## config.mk

```make
export PLATFORM = sky130hd
export DESIGN_NAME = command_issuer
export DESIGN_NICKNAME = d
export VERILOG_FILES = /design/src/rtl/command_issuer.sv
export SDC_FILE = /design/constraint.sdc
export NUM_CORES = 1
export LEC_CHECK = 0
export BUFFER_PORTS_ARGS = -buffer_cell sky130_fd_sc_hd__buf_4
export CAP_MARGIN = 0
export CORE_ASPECT_RATIO = 1.4
export CORE_MARGIN = 5
export CORE_UTILIZATION = 50
export DETAILED_ROUTE_END_ITERATION = 8
export GPL_TIMING_DRIVEN = 0
export PLACE_DENSITY = 0.72
export SYNTH_ARGS = -nofsm -noshare
export SYNTH_HDL_FRONTEND = slang
export SYNTH_SLANG_ARGS = --single-unit
```

## constraint.sdc

```tcl
create_clock -name clk -period 2.8 [get_ports clk]
set_clock_uncertainty 0.2 [all_clocks]
set_input_delay 0.28 -clock clk [delete_from_list [all_inputs] [get_ports clk]]
set_output_delay 0.28 -clock clk [all_outputs]
set_load 0.02 [all_outputs]
```

## src/rtl/command_issuer.sv

```systemverilog
// command_issuer: sends one opcode byte through a UART transmitter, waits for
// the remote response byte, checks it against the expected reply and keeps a
// host-side mirror of the remote LED.
// Optional feature macro: CMD_RETRY_EN -- when defined, a response timeout
// resends the opcode up to MAX_RETRY times before timeout_err is reported.
module command_issuer #(
    parameter int TIMEOUT_CYCLES = 50000,
    parameter int MAX_RETRY      = 2
) (
    input  logic       clk,
    input  logic       rst_n,
    input  logic       cmd_valid,
    input  logic [7:0] cmd_code,
    output logic       cmd_ready,
    output logic [7:0] tx_data,
    output logic       tx_start,
    input  logic       tx_done,
    input  logic       rx_valid,
    input  logic [7:0] rx_data,
    output logic       done,
    output logic [7:0] resp_data,
    output logic       resp_ok,
    output logic       timeout_err,
    output logic       led_status,
    output logic [2:0] state
);

    // Counter only has to reach TIMEOUT_CYCLES-1.
    localparam int             CNT_W    = (TIMEOUT_CYCLES > 2) ? $clog2(TIMEOUT_CYCLES) : 1;
    localparam logic [CNT_W-1:0] CNT_LAST = CNT_W'(TIMEOUT_CYCLES - 1);

    localparam logic [7:0] OP_LED_ON  = 8'hA1;
    localparam logic [7:0] OP_LED_OFF = 8'hA2;
    localparam logic [7:0] OP_STATUS  = 8'hB1;
    localparam logic [7:0] OP_RESET   = 8'hC1;

    typedef enum logic [2:0] {
        ST_IDLE      = 3'd0,
        ST_SEND      = 3'd1,
        ST_WAIT_TX   = 3'd2,
        ST_WAIT_RESP = 3'd3,
        ST_DONE      = 3'd4
    } state_t;

    if (TIMEOUT_CYCLES < 2 || MAX_RETRY < 0) begin : g_bad_params
        $error("command_issuer: TIMEOUT_CYCLES must be >= 2 and MAX_RETRY >= 0");
    end

    // Expected reply for each opcode; the status read accepts 00 or 01.
    function automatic logic resp_match(input logic [7:0] op, input logic [7:0] rx);
        logic m;
        case (op)
            OP_LED_ON:  m = (rx == 8'h55);
            OP_LED_OFF: m = (rx == 8'hEE);
            OP_STATUS:  m = (rx[7:1] == 7'd0);
            OP_RESET:   m = (rx == 8'hAA);
            default:    m = (rx == 8'hEE);
        endcase
        return m;
    endfunction

    // New LED mirror value after a matching reply.
    function automatic logic led_next(input logic [7:0] op, input logic [7:0] rx,
                                      input logic cur);
        logic l;
        case (op)
            OP_LED_ON:  l = 1'b1;
            OP_LED_OFF: l = 1'b0;
            OP_RESET:   l = 1'b0;
            OP_STATUS:  l = rx[0];
            default:    l = cur;
        endcase
        return l;
    endfunction

    state_t           r_state;
    logic [7:0]       r_tx_data;     // doubles as the latched opcode
    logic             r_tx_start;
    logic             r_done;
    logic [7:0]       r_resp_data;
    logic             r_resp_ok;
    logic             r_timeout_err;
    logic             r_led;
    logic             r_cmd_ready;
    logic [CNT_W-1:0] r_cnt;
    logic             w_match;

`ifdef CMD_RETRY_EN
    localparam int             RTY_W   = (MAX_RETRY > 1) ? $clog2(MAX_RETRY + 1) : 1;
    localparam logic [RTY_W-1:0] RTY_MAX = RTY_W'(MAX_RETRY);
    logic [RTY_W-1:0] r_retry;
`endif

    assign w_match = resp_match(r_tx_data, rx_data);

    // Transaction FSM with all outputs registered.
    always_ff @(posedge clk or negedge rst_n) begin
        if (!rst_n) begin
            r_state       <= ST_IDLE;
            r_tx_data     <= 8'h00;
            r_tx_start    <= 1'b0;
            r_done        <= 1'b0;
            r_resp_data   <= 8'h00;
            r_resp_ok     <= 1'b0;
            r_timeout_err <= 1'b0;
            r_led         <= 1'b0;
            r_cmd_ready   <= 1'b0;
            r_cnt         <= '0;
`ifdef CMD_RETRY_EN
            r_retry       <= '0;
`endif
        end else begin
            r_tx_start <= 1'b0;
            r_done     <= 1'b0;
            case (r_state)
                ST_IDLE: begin
                    if (cmd_valid) begin
                        r_tx_data   <= cmd_code;
                        r_tx_start  <= 1'b1;
                        r_cmd_ready <= 1'b0;
                        r_state     <= ST_SEND;
`ifdef CMD_RETRY_EN
                        r_retry     <= '0;
`endif
                    end else begin
                        r_cmd_ready <= 1'b1;
                        r_state     <= ST_IDLE;
                    end
                end
                ST_SEND: begin
                    r_state <= ST_WAIT_TX;
                end
                ST_WAIT_TX: begin
                    if (tx_done) begin
                        r_cnt   <= '0;
                        r_state <= ST_WAIT_RESP;
                    end else begin
                        r_state <= ST_WAIT_TX;
                    end
                end
                ST_WAIT_RESP: begin
                    // A reply on the last counted cycle still wins over the timeout.
                    if (rx_valid) begin
                        r_resp_data   <= rx_data;
                        r_resp_ok     <= w_match;
                        r_timeout_err <= 1'b0;
                        if (w_match) begin
                            r_led <= led_next(r_tx_data, rx_data, r_led);
                        end else begin
                            r_led <= r_led;
                        end
                        r_done  <= 1'b1;
                        r_state <= ST_DONE;
                    end else if (r_cnt == CNT_LAST) begin
`ifdef CMD_RETRY_EN
                        if (r_retry < RTY_MAX) begin
                            r_retry    <= r_retry + RTY_W'(1);
                            r_tx_start <= 1'b1;
                            r_state    <= ST_SEND;
                        end else begin
`else
                        begin
`endif
                            r_resp_data   <= 8'h00;
                            r_resp_ok     <= 1'b0;
                            r_timeout_err <= 1'b1;
                            r_done        <= 1'b1;
                            r_state       <= ST_DONE;
                        end
                    end else begin
                        r_cnt <= r_cnt + CNT_W'(1);
                    end
                end
                ST_DONE: begin
                    r_cmd_ready <= 1'b1;
                    r_state     <= ST_IDLE;
                end
                default: begin
                    r_cmd_ready <= 1'b1;
                    r_state     <= ST_IDLE;
                end
            endcase
        end
    end

    assign cmd_ready   = r_cmd_ready;
    assign tx_data     = r_tx_data;
    assign tx_start    = r_tx_start;
    assign done        = r_done;
    assign resp_data   = r_resp_data;
    assign resp_ok     = r_resp_ok;
    assign timeout_err = r_timeout_err;
    assign led_status  = r_led;
    assign state       = r_state;

endmodule

```

==> summary.md <==
• input port to flip-flop — path type of the worst min-delay path
• 0.09 ns — register clock-pin slew on the reported worst setup and hold paths
• 2300 uW — total power consumption of the routed design
• 2 — number of levels the H-tree was split into
• 10 — Max FO, Critical Path
• 15.9 microns — routed length per instance
• 25.9% — Syn-to-layout area delta
• 0.806 — Final Wtd Congestion
• 101 — Iteration-0 DRC Markers
• complete, no violations — outcome
• 0 — post-detailed-route DRC marker count
• 3550 microns — sum of net half-perimeters after detailed placement
• 5.82 — via count normalized by instance count
• 0.31 ns — clock network latency to the later pin of the worst-skew pair
• 0.672 ns — slew at the pin closest to its max-slew limit
• 2100 sq um — Synth Cell Area
• 1786 — overall via count from detail_route
• 0.448 GHz — FMAX
• 18.4% — Total GRT Usage
• 1030 sq um — storage element area
• 86.8 microns — Vert. Die Dim
• 48.8% — sequential fraction of the synthesis area
• 0 — number of failing hold endpoints at the final stage
• 64.8 microns — die outline width
• 228 — synthesized net count
• 0 — initial antenna violation count
• 0.579 mV — largest voltage drop on the vdd net
• 45 — Port-buffer cells
• 5620 sq um — die area
• 46 — Top Ports
• 1817 — number of global-route vias before repair
• 10.2 sq um — post-synthesis area per instance
• 2.25 ns — WP data arrival
• 206 — number of instances in the synthesized netlist
• 2.23 ns — minimum clock period after layout
• 5 — Num CTS Buffers
• 41 — number of clock sinks
• built — TritonCTS clock tree
• sky130_fd_sc_hd__dfrtp_1 — Main synth FF type
• 0 ns — setup tns final
• 0.00618 ns — Worst Hold Slack
• 0 — final number of max-transition violations
• 4890 microns — total detailed-routing wirelength
• 0 — diodes inserted
• false — unrepaired setup endpoints after global routing
• 4170 sq um — Core Area
• 0 — number of nets with antenna violations after routing
• sky130_fd_sc_hd__dfrtp_1 49%, sky130_fd_sc_hd__nand2_1 5.4%, sky130_fd_sc_hd__mux2_2 4.3% — ranking of synthesized cells by area
• 283 — fin nets
• 307 — Final Instance Count excl. Fillers
• 42 — maximum number of pins on one net before global-route repair
• 296 — Placed Instances
• 869 nW/um^2 — Pwr per Cell Area
• 2.82 ns — worst endpoint required time
• 2 — Longest Clk Path Bufs
• 48.8% — top-area cell type share of the netlist area
• 4 — first-pass iteration count of the detailed router
• 0.00116 uW — static leakage
• 0 — Resized Gates After CTS
• flip-flop — launching element type of the critical path
• 8070 microns — global-route wire length before repair
• 79.8% — fin crit share
• sky130_fd_sc_hd__dfrtp_1 — most area-hungry cell type in the Yosys netlist
• 348 — fill cell count
• flip-flop — Setup crit end kind
• 1030 sq um — footprint of the multi-input gates
• 28 — Std-Cell Rows
• 0 — number of warnings reported in the yosys synthesis log
• 29.8% — layout cell share with drive strength beyond 1
• 0 — number of flops mapped to enable cells by yosys
• 100% — share of synthesized registers carrying an async set or reset
• 55.1% — worst slew margin relative to its limit
• 0 — setup violators final
• 50.5% — initial cell density of the core
• 63.5% — final standard cell utilization of the core
• 0 — final global-route overflow total
• 0 — Maximum Capacitance Violations
• 53 — Yosys cell types
• 41 — flip-flop and latch count after synthesis
• flip-flop to flip-flop — classification of the worst setup path
• sky130_fd_sc_hd__clkbuf_8 — Clock Root Buffer
[synthesized netlist by cell type (2+ instances only)]
master                     count
sky130_fd_sc_hd__dfrtp_1      41
sky130_fd_sc_hd__nand2_1      30
sky130_fd_sc_hd__o21ai_0      16
sky130_fd_sc_hd__a21oi_1      15
sky130_fd_sc_hd__nor2_1       10
sky130_fd_sc_hd__nand3_1       9
sky130_fd_sc_hd__mux2_2        8
sky130_fd_sc_hd__o31ai_1       6
sky130_fd_sc_hd__or3_1         6
sky130_fd_sc_hd__or4_1         5
sky130_fd_sc_hd__clkbuf_1      3
sky130_fd_sc_hd__inv_1         3
sky130_fd_sc_hd__o21ai_1       3
sky130_fd_sc_hd__and3b_1       2
sky130_fd_sc_hd__and4_1        2
sky130_fd_sc_hd__buf_4         2
sky130_fd_sc_hd__nor2b_1       2
sky130_fd_sc_hd__nor3_1        2
sky130_fd_sc_hd__nor3b_1       2
sky130_fd_sc_hd__nor4_1        2
sky130_fd_sc_hd__nor4b_2       2
sky130_fd_sc_hd__o311ai_0      2
sky130_fd_sc_hd__or2_2         2
sky130_fd_sc_hd__xor2_1        2
[worst paths after layout]
path                       cells after the start  slack, ns           to   startpoint
min in group asynchronous                      2       0.30     r_cnt[2]        rst_n
max in group asynchronous                      2       1.75         done        rst_n
min reg2reg                                    2       0.31  timeout_err  timeout_err
max                                            7       0.57    r_cnt[14]     r_cnt[0]
max reg2reg                                    7       0.57    r_cnt[14]     r_cnt[0]
min                                            2      0.006   tx_data[4]  cmd_code[4]
[state kept, by name (all words and copies together), names as in the netlist]
name         cells
resp_ok          1
done             1
cmd_ready        1
tx_data          8
tx_start         1
r_cnt           16
led_status       1
timeout_err      1
state            3
resp_data        8
[report_power, final]
part	switching [uW]	internal, uW	leakage [uW]	total [uW]
Sequential	165	752	0.000536	917
Clock	212	290	0.0000574	502
Combinational	483	400	0.000566	882
[layer usage]
layer  GRT usage (%)  share of wire, %  wire [microns]
met5               0                 0               0
met4            9.04               1.9              94
met3            3.11               3.8             184
met2            33.1                53            2590
met1            20.8                41            2020
[repair_timing]
item                                    CTS  global route
endpoints found under the hold margin    43             0
buffers inserted                          0             0
endpoints found under the setup margin    0             0
hold buffers                              3             0
[area by class of cell]
cell class,count,area share [%]
clock buffer,6,3.12
timing repair buffer,48,13.9
buffer,6,1.42
tap,45,2.13
inverter,3,0.425
sequential,41,38.7
clock inverter,2,1.42
multi-input combinational,156,38.9
[cells in the final DEF (no fill, tap or decap), drive strengths merged, types with 5 or more instances in the layout]
master  instances
nand2          30
nand3          10
or4             5
o31ai           6
o21ai          19
nor2           11
dfrtp          41
mux2            8
or3             6
clkbuf          9
a21oi          16
buf            48
[stage by stage]
step | setup slack, ns | instance area [sq um]
final | 0.567 | 2650
after global routing | 0.477 | 2650
after CTS | 0.555 | 2650
after detailed placement | 0.584 | 2500
after global placement | 0.611 | 2500
after floorplan | 0.739 | 2100
[cells by family (layout without fill, tap and decap cells)]
kind of cell / count (synthesis) / in the layout / synth area share (%)
AOI/OAI and AO/OA: 52 / 52 / 15.7
xor gates and xnor gates: 3 / 3 / 1.25
adders and majority gates: 1 / 1 / 0.594
buffers and inverters: 9 / 65 / 2.32
DFF: 41 / 41 / 48.8
muxes: 8 / 8 / 4.28
and+or+nand+nor: 92 / 92 / 27.1
[critical path: stages, from the launching register on]
cell                      delay (ns)
sky130_fd_sc_hd__dfrtp_1        0.42
sky130_fd_sc_hd__ha_1           0.25
sky130_fd_sc_hd__and4_1         0.24
sky130_fd_sc_hd__nand4_4        0.17
sky130_fd_sc_hd__a21oi_4        0.10
sky130_fd_sc_hd__buf_6          0.15
sky130_fd_sc_hd__or4_1          0.46
sky130_fd_sc_hd__a21oi_1        0.14
Note: power is estimated with default switching activity, not from simulation.
